$ cat config.mk
export PLATFORM = sky130hd
export DESIGN_NAME = qbert_sysid_check_ctrl
export DESIGN_NICKNAME = d
export VERILOG_FILES = /design/src/rtl/qbert_sysid_check_pkg.sv /design/src/rtl/qbert_sysid_check_timer.sv /design/src/rtl/qbert_sysid_check_ctrl.sv
export SDC_FILE = /design/constraint.sdc
export NUM_CORES = 1
export LEC_CHECK = 0
export ABC_AREA = 1
export CAP_MARGIN = 15
export CORE_ASPECT_RATIO = 1.25
export CORE_UTILIZATION = 57
export CTS_CLUSTER_DIAMETER = 60
export DETAILED_ROUTE_END_ITERATION = 7
export PLACE_DENSITY = 0.95
export SETUP_SLACK_MARGIN = 0.02
export SYNTH_ARGS = -nofsm -noshare
export SYNTH_HDL_FRONTEND = slang
export SYNTH_HIERARCHICAL = 1
export SYNTH_SLANG_ARGS = --single-unit
export TNS_END_PERCENT = 10
$ cat constraint.sdc
create_clock -name clock -period 3.55 [get_ports clock]
set_input_delay 0.71 -clock clock [delete_from_list [all_inputs] [get_ports clock]]
set_output_delay 0.71 -clock clock [all_outputs]
set_load 0.01 [all_outputs]
$ cat src/rtl/qbert_sysid_check_pkg.sv
// rtl/qbert_sysid_check_pkg.sv - shared types and constants for the sysid boot check
package qbert_sysid_check_pkg;

    localparam int CNT_W = 16;

    localparam logic [31:0] DEFAULT_EXPECTED_ID = 32'd34;
    localparam logic [31:0] DEFAULT_EXPECTED_TS = 32'd1459253078;

    typedef enum logic [2:0] {
        ST_RD_ID,
        ST_RD_TS,
        ST_COMPARE,
        ST_GAP,
        ST_DONE
    } state_t;

endpackage

$ cat src/rtl/qbert_sysid_check_timer.sv
// rtl/qbert_sysid_check_timer.sv - loadable down-counter with zero flag
module qbert_sysid_check_timer
    import qbert_sysid_check_pkg::*;
(
    input  logic             clock,
    input  logic             reset_n,
    input  logic             load,
    input  logic [CNT_W-1:0] load_value,
    input  logic             dec,
    output logic             zero
);

    logic [CNT_W-1:0] count;

    // Load wins over decrement; the count saturates at zero.
    always_ff @(posedge clock or negedge reset_n) begin
        if (!reset_n) begin
            count <= '0;
        end else if (load) begin
            count <= load_value;
        end else if (dec && (count != '0)) begin
            count <= count - 1'b1;
        end
    end

    assign zero = (count == '0);

endmodule

$ cat src/rtl/qbert_sysid_check_ctrl.sv
// rtl/qbert_sysid_check_ctrl.sv - boot-time sysid check sequencer gating CPU reset
module qbert_sysid_check_ctrl
    import qbert_sysid_check_pkg::*;
#(
    parameter logic [31:0] EXPECTED_ID    = DEFAULT_EXPECTED_ID,
    parameter logic [31:0] EXPECTED_TS    = DEFAULT_EXPECTED_TS,
    parameter int          MAX_RETRIES    = 3,
    parameter int          TIMEOUT_CYCLES = 255,
    parameter int          RETRY_GAP      = 16
) (
    input  logic        clock,
    input  logic        reset_n,
    input  logic        start,
    output logic        avm_address,
    output logic        avm_read,
    input  logic        avm_waitrequest,
    input  logic [31:0] avm_readdata,
    output logic [31:0] id_value,
    output logic [31:0] ts_value,
    output logic        busy,
    output logic        done,
    output logic        pass,
    output logic        fail,
    output logic [2:0]  retry_count,
    output logic        cpu_reset_n
);

    // Timers are preloaded with N-1 so the N-th cycle sees the zero flag.
    localparam logic [CNT_W-1:0] STALL_LOAD  = CNT_W'(TIMEOUT_CYCLES - 1);
    localparam logic [CNT_W-1:0] GAP_LOAD    = CNT_W'(RETRY_GAP - 1);
    localparam logic [2:0]       RETRY_LIMIT = 3'(MAX_RETRIES);

    state_t state;

    logic stall;
    logic stall_zero;
    logic gap_zero;
    logic timeout;
    logic words_match;
    logic attempt_bad;
    logic can_retry;

    assign stall       = avm_read && avm_waitrequest;
    assign timeout     = stall && stall_zero;
    assign words_match = (id_value == EXPECTED_ID) && (ts_value == EXPECTED_TS);
    assign attempt_bad = timeout || ((state == ST_COMPARE) && !words_match);
    assign can_retry   = (retry_count < RETRY_LIMIT);

    // Reloads whenever the bus is idle or a read is accepted, so each read
    // starts with a fresh stall budget.
    qbert_sysid_check_timer u_stall_timer (
        .clock      (clock),
        .reset_n    (reset_n),
        .load       (!stall),
        .load_value (STALL_LOAD),
        .dec        (stall),
        .zero       (stall_zero)
    );

    qbert_sysid_check_timer u_gap_timer (
        .clock      (clock),
        .reset_n    (reset_n),
        .load       (state != ST_GAP),
        .load_value (GAP_LOAD),
        .dec        (state == ST_GAP),
        .zero       (gap_zero)
    );

    always_ff @(posedge clock or negedge reset_n) begin
        if (!reset_n) begin
            state       <= ST_RD_ID;
            avm_read    <= 1'b0;
            avm_address <= 1'b0;
            id_value    <= '0;
            ts_value    <= '0;
            busy        <= 1'b1;
            done        <= 1'b0;
            pass        <= 1'b0;
            fail        <= 1'b0;
            retry_count <= '0;
            cpu_reset_n <= 1'b0;
        end else if (attempt_bad) begin
            avm_read <= 1'b0;
            if (can_retry) begin
                retry_count <= retry_count + 3'd1;
                state       <= ST_GAP;
            end else begin
                state       <= ST_DONE;
                busy        <= 1'b0;
                done        <= 1'b1;
                fail        <= 1'b1;
                cpu_reset_n <= 1'b0;
            end
        end else begin
            case (state)
                ST_RD_ID: begin
                    if (!avm_read) begin
                        avm_read    <= 1'b1;
                        avm_address <= 1'b0;
                    end else if (!avm_waitrequest) begin
                        id_value    <= avm_readdata;
                        avm_address <= 1'b1;
                        state       <= ST_RD_TS;
                    end
                end
                ST_RD_TS: begin
                    if (!avm_waitrequest) begin
                        ts_value <= avm_readdata;
                        avm_read <= 1'b0;
                        state    <= ST_COMPARE;
                    end
                end
                ST_COMPARE: begin
                    state       <= ST_DONE;
                    busy        <= 1'b0;
                    done        <= 1'b1;
                    pass        <= 1'b1;
                    cpu_reset_n <= 1'b1;
                end
                ST_GAP: begin
                    if (gap_zero) begin
                        avm_read    <= 1'b1;
                        avm_address <= 1'b0;
                        state       <= ST_RD_ID;
                    end
                end
                ST_DONE: begin
                    if (start) begin
                        busy        <= 1'b1;
                        done        <= 1'b0;
                        pass        <= 1'b0;
                        fail        <= 1'b0;
                        retry_count <= '0;
                        state       <= ST_RD_ID;
                    end
                end
                default: state <= ST_RD_ID;
            endcase
        end
    end

endmodule

* Word-level counts from Yosys, hierarchy flattened
Cells that the tools add are included.
** Cells by class
- Bitwise logic cells :: 2
- $add $sub $neg :: 3
- Multiplexer cells :: 35
- $lt $le $gt $ge :: 1
- Reduce and logical (&&, ||, !) cells :: 31
- Eq/ne operators :: 18
- Multiply operators :: 0
- Div/mod/pow operators :: 0
- Shifts and indexed selects :: 0
** Operator list (count)
- 2-to-1 mux 16 bit :: 4
- equality test 32 x 31 -> 1 bit, second input constant :: 1
- equality test 32 x 6 -> 1 bit, second input constant :: 1
- zero test 16 bit :: 2
- nonzero test 16 bit :: 2
- subtractor 16 x 1 -> 16 bit, second input constant :: 2
- 2-to-1 mux 3 bit :: 10
- != test 3 bit, second input constant :: 6
- AND reduction 3 bit :: 6
- 2-to-1 mux 1 bit :: 16
- case mux 3 bit (5 select lines) :: 1
- nonzero test 2 bit :: 6
- AND reduction 4 bit :: 2
- equality test 3 x 2 -> 1 bit, second input constant :: 2
- logical AND 1 bit :: 6
- != test 2 bit, second input constant :: 3
- case mux 1 bit (2 select lines) :: 3
- AND reduction 5 bit :: 1
- != test 2 x 1 -> 1 bit, second input constant :: 2
- nonzero test 4 bit :: 1
- adder 3 x 1 -> 3 bit, second input constant :: 1
- equality test 3 x 1 -> 1 bit, second input constant :: 1
- equality test 3 bit, second input constant :: 1
- zero test 3 bit :: 1
- 8 further kinds :: 9
** Storage, ports and cells
- Bits in read-only memories :: 0
- Input port bits :: 36
- Bits in registers :: 109
- Memories kept :: 0
- Latch bits :: 0
- Output and inout port bits :: 74
- Bits in writable memories :: 0

* Logic depth before layout (Yosys ltp)
- Word-level depth :: 7
- Mapped depth :: 16
- Mapped depth without buffers :: 16

* Hierarchy
Netlist, hierarchy kept.
** By module, submodules not included
- qbert_sysid_check_ctrl :: area each 3463.3 um^2, instances 1, cells each 363, seq. area each 1928.1 um^2
- qbert_sysid_check_timer at u_stall_timer :: area each 1280.0 um^2, instances 1, cells each 185, seq. area each 400.4 um^2
- qbert_sysid_check_timer at u_gap_timer :: area each 1255.0 um^2, instances 1, cells each 183, seq. area each 400.4 um^2

* Worst setup path after synthesis
OpenSTA, ideal clock, no wires.
- Path kind :: reg-to-reg
- From :: register u_stall_timer.count[0]
- To :: register ts_value[10]
- Required time :: 3.425 ns
- Buffers on the path :: 1
- Slack :: 1.185 ns
- Arrival time :: 2.240 ns
- Stages on the path, launching flop included :: 15
- Cells stage by stage :: dfrtp_1 > inv_1 > ha_1 > inv_1 > nor2_1 > nand3_1 > nor2_2 > nand2_1 > nor4_2 > nand2_4 > nand4_4 > inv_2 > nand2_4 > buf_6 > mux2_4
** On the way
- Longest elaborated chain between the ends :: 5
** RTL lines
- from (decl) :: line qbert_sysid_check_timer.sv:13 : logic [CNT_W-1:0] count;
- from (signal assigned) :: line qbert_sysid_check_timer.sv:20 : count <= load_value;
- from (signal assigned) :: line qbert_sysid_check_timer.sv:22 : count <= count - 1'b1;
- zero test 16 bit :: line qbert_sysid_check_timer.sv:26 : assign zero = (count == '0);
- via stall_zero :: line qbert_sysid_check_ctrl.sv:36 : logic stall_zero;
- logical AND 1 bit :: line qbert_sysid_check_ctrl.sv:44 : assign timeout = stall && stall_zero;
- logical OR 1 bit :: line qbert_sysid_check_ctrl.sv:46 : assign attempt_bad = timeout || ((state == ST_COMPARE) && !words_match);
- inverter 1 bit (no line)
- AND reduction 3 bit (no line)
- to (signal assigned) :: line qbert_sysid_check_ctrl.sv:108 : ts_value <= avm_readdata;
- to (decl) :: line qbert_sysid_check_ctrl.sv:19 : output logic [31:0] ts_value,
The timed path passes the listed nets, and every way through them passes these cells.
A chain may end at the register's enable or synchronous reset.

* Worst setup path in the final report
- From :: register u_stall_timer.count[0]
- To :: register ts_value[1]
Same word-level chain as after synthesis.

==> flow_metrics.env <==
export IMPL_r2r_end="ts_value[1]"
export IMPL_p_per_area_nw_per_um2=893.3
export IMPL_hold_path_class="in -> async"
export IMPL_diodes=0
export IMPL_wirelength_mm=17.32
export IMPL_rr_startpoint="u_stall_timer/count[0]"
export IMPL_fin_tns_setup_ps=0
export IMPL_pin_count=110
export IMPL_grt_pass1_vias=5834
export IMPL_area_growth_pct=26.26
export IMPL_post_route_util=0.7456
export IMPL_max_freq_mhz=340.9
export IMPL_reg2regPathDepth=13
export IMPL_start_kind="register"
export IMPL_skew_ps=8.894
export IMPL_avgSynthCellArea_um2=8.206
export IMPL_cp_slowest_stage_delay_ps=440
export IMPL_post_cts_buffers=0
export IMPL_grt_max_degree=59
export IMPL_grt_pass1_wl_mm=28.05
export IMPL_cts_resized=0
export IMPL_start_util=0.5905
export IMPL_relSlewSlack=0.4753
export IMPL_gp_congestion=0.8951
export IMPL_core_um2=10160
export IMPL_slowest_stage="nand2_4"
export IMPL_worst_slew_pin_slew_ps=786.2
export IMPL_insertion_delay_ps=360
export IMPL_grtUsageTotal=0.3393
export IMPL_post_route_drc_count=0
export IMPL_netlist_area_leader_share=0.4506
export IMPL_synth_largest_area_cell="dfrtp_1"
export IMPL_cp_cell_sequence="inv_1 -> ha_1 -> inv_1 -> nor2_1 -> nand3_1 -> nor2_2 -> nand2_1 -> nor4_2 -> nand2_4 -> nand4_4 -> inv_2 -> nand2_4 -> mux2_2"
export IMPL_ys_warn_count=6
export IMPL_endpoint_kind="register"
export IMPL_htree_num_levels=3
export IMPL_fin_crit_sh=0.8263
export IMPL_cts_buffers=9
export IMPL_rsz0062_at_grt="false"
export IMPL_critPathRequiredTime_ps=3790
export IMPL_clockBufferDepth=2
export IMPL_ir_drop_mv=0.5158
export IMPL_first_pass_iters=6
export IMPL_setup_ws_ps=616.6
export IMPL_die_h_um=116.7
export IMPL_ys_ff_latch=109
export IMPL_cp_arrival_ps=3170
export IMPL_holdWs_ps=378.9
export IMPL_outcome="finished, final reports clean"
export IMPL_dieWidth_um=93.75
export IMPL_drt_iter0_markers=426
export IMPL_ys_seq_area_frac=0.4549
export IMPL_clk_pin_slew_ps=80
export IMPL_die_area_um2=10940
export IMPL_maxCapViolations=0
export IMPL_final_max_slew_viol_count=0
export IMPL_vias=5574
export IMPL_clock_sinks=109
export IMPL_layout_drive_gt1_share=0.1379
export IMPL_num_rows=41
export IMPL_netlist_area_um2=5998
export IMPL_dp_hpwl_mm=11.17
export IMPL_synthTopCellsByArea="dfrtp_1, nand2_1, mux2_4, nor2_1, nand3_1"
export IMPL_cts_tree="yes"
export IMPL_leakagePower_nw=3.787
export IMPL_fin_crit_ps=2933
export IMPL_antenna_found_initial=0
export IMPL_detail_route_wl_per_cell_um=17.34
export IMPL_hold_buffers=0
export IMPL_place_ws_ps=666.8
export IMPL_critPathKind="reg -> reg"
export IMPL_viasPerCell=5.580
export IMPL_overflow=0
export IMPL_rrSetupSlack_ps=620
export IMPL_ctsRootBufferMaster="clkbuf_16"
export IMPL_detailed_place_area_um2=7256
export IMPL_setup_viol=0
export IMPL_synth_cell_type_count=40
export IMPL_hold_viol=0
export IMPL_path_max_fanout=34
export IMPL_synth_cells=731
export IMPL_io_buffers=109
export IMPL_fin_area_um2=7574
export IMPL_antenna_left=0
export IMPL_nNetsFinal=904
[power by group]
group          leakage (nW)  switching (mW)  total (mW)  internal [mW]
clock                 0.149           0.511        1.08          0.566
sequential             1.32           0.626        2.43           1.81
combinational          2.32            1.73        3.25           1.52
total                  3.79            2.87        6.77           3.89
[worst max path at each step]
stage | slack (ps) | start | end
after floorplan | 1190 | u_stall_timer/count[0] | ts_value[10]
after global placement | 760 | u_stall_timer/count[0] | ts_value[1]
after detailed placement | 670 | u_stall_timer/count[0] | ts_value[1]
after CTS | 640 | u_stall_timer/count[0] | ts_value[1]
after global routing | 400 | u_stall_timer/count[0] | ts_value[1]
final | 620 | u_stall_timer/count[0] | ts_value[1]
[per-layer routing]
layer / up-vias / part of all wire / GRT usage
met5: - / 0 / 0
met4: 0 / 0.053 / 0.2308
met3: 91 / 0.075 / 0.08268
met2: 341 / 0.52 / 0.5883
met1: 2603 / 0.35 / 0.3654
li1: 2539 / - / -
[cells in the final DEF (no fill, tap or decap), types with 2 or more instances in the layout]
cell type / count
nor4_2: 2
inv_2: 7
nand2_2: 8
o21bai_1: 2
a21oi_1: 8
ha_1: 3
xor2_1: 7
nand3b_1: 3
or2_2: 6
clkbuf_16: 9
nor2_1: 81
nand3_2: 17
xnor2_1: 3
inv_1: 55
o211ai_1: 2
mux2_4: 26
dfrtp_1: 108
conb_1: 32
clkdlybuf4s50_1: 108
nand2_4: 6
inv_8: 2
clkinvlp_4: 2
nor2_2: 11
buf_4: 3
o21ai_2: 3
nor2_4: 4
nand3_1: 46
o21ai_1: 4
nor3_1: 3
mux2_2: 4
nand4_1: 6
o21ai_0: 13
nand2_1: 264
a21oi_2: 2
[metrics by stage]
stage               instances  total power [mW]
global placement          983             5.354
CTS                       999             6.712
detailed placement        983             5.519
finish                    999             6.765
global route              999             7.150
floorplan                 761             4.205
[sequential cells by signal (all words and copies together), names as in the netlist, 3 cells and up]
name                 count
id_value                32
retry_count              3
state                    3
ts_value                32
u_gap_timer/count       16
u_stall_timer/count     16
[cell usage after synthesis (all sizes together)]
| cell type | number |
|---|---|
| nand4 | 8 |
| a21oi | 10 |
| o22ai | 1 |
| or2 | 6 |
| mux2 | 30 |
| nor3 | 3 |
| o21ai | 20 |
| nor2 | 96 |
| inv | 62 |
| clkbuf | 4 |
| nand3 | 64 |
| o211ai | 2 |
| xnor2 | 3 |
| a21boi | 1 |
| dfstp | 1 |
| dfrtp | 108 |
| o21bai | 2 |
| nand3b | 3 |
| nand2 | 278 |
| xor2 | 7 |
| buf | 15 |
| nor4 | 2 |
| conb | 2 |
| ha | 3 |
[worst max-delay path, delay by kind of cell (launching register included)]
| kind | cells | cell delay, ps |
|---|---|---|
| flip-flops | 1 | 400 |
| adder cells (fa/ha/maj) | 1 | 250 |
| multiplexers | 1 | 410 |
| AND/OR/NAND/NOR | 8 | 1450 |
| buffers and inverters | 3 | 260 |
[area by class of cell]
cell class | count | area (um2)
Multi-Input combinational cell | 571 | 3009
Sequential cell | 109 | 2729
Fill cell | 630 | 2584
Timing Repair Buffer | 112 | 1124
Inverter | 62 | 232.7
Clock buffer | 9 | 225.2
Tap cell | 129 | 161.4
Clock inverter | 7 | 92.59
[cells by family (layout without fill, tap and decap cells)]
group,Yosys count,count (layout),synth area share
compound gates,36,36,0.03546
xor+xnor,10,10,0.01460
fa+ha+maj,3,3,0.006258
buf+inv,81,190,0.06216
flops,109,109,0.4549
mux,30,30,0.07259
other cells,2,32,0.001252
simple gates,460,460,0.3527
Power figures use the tool's default switching activity.
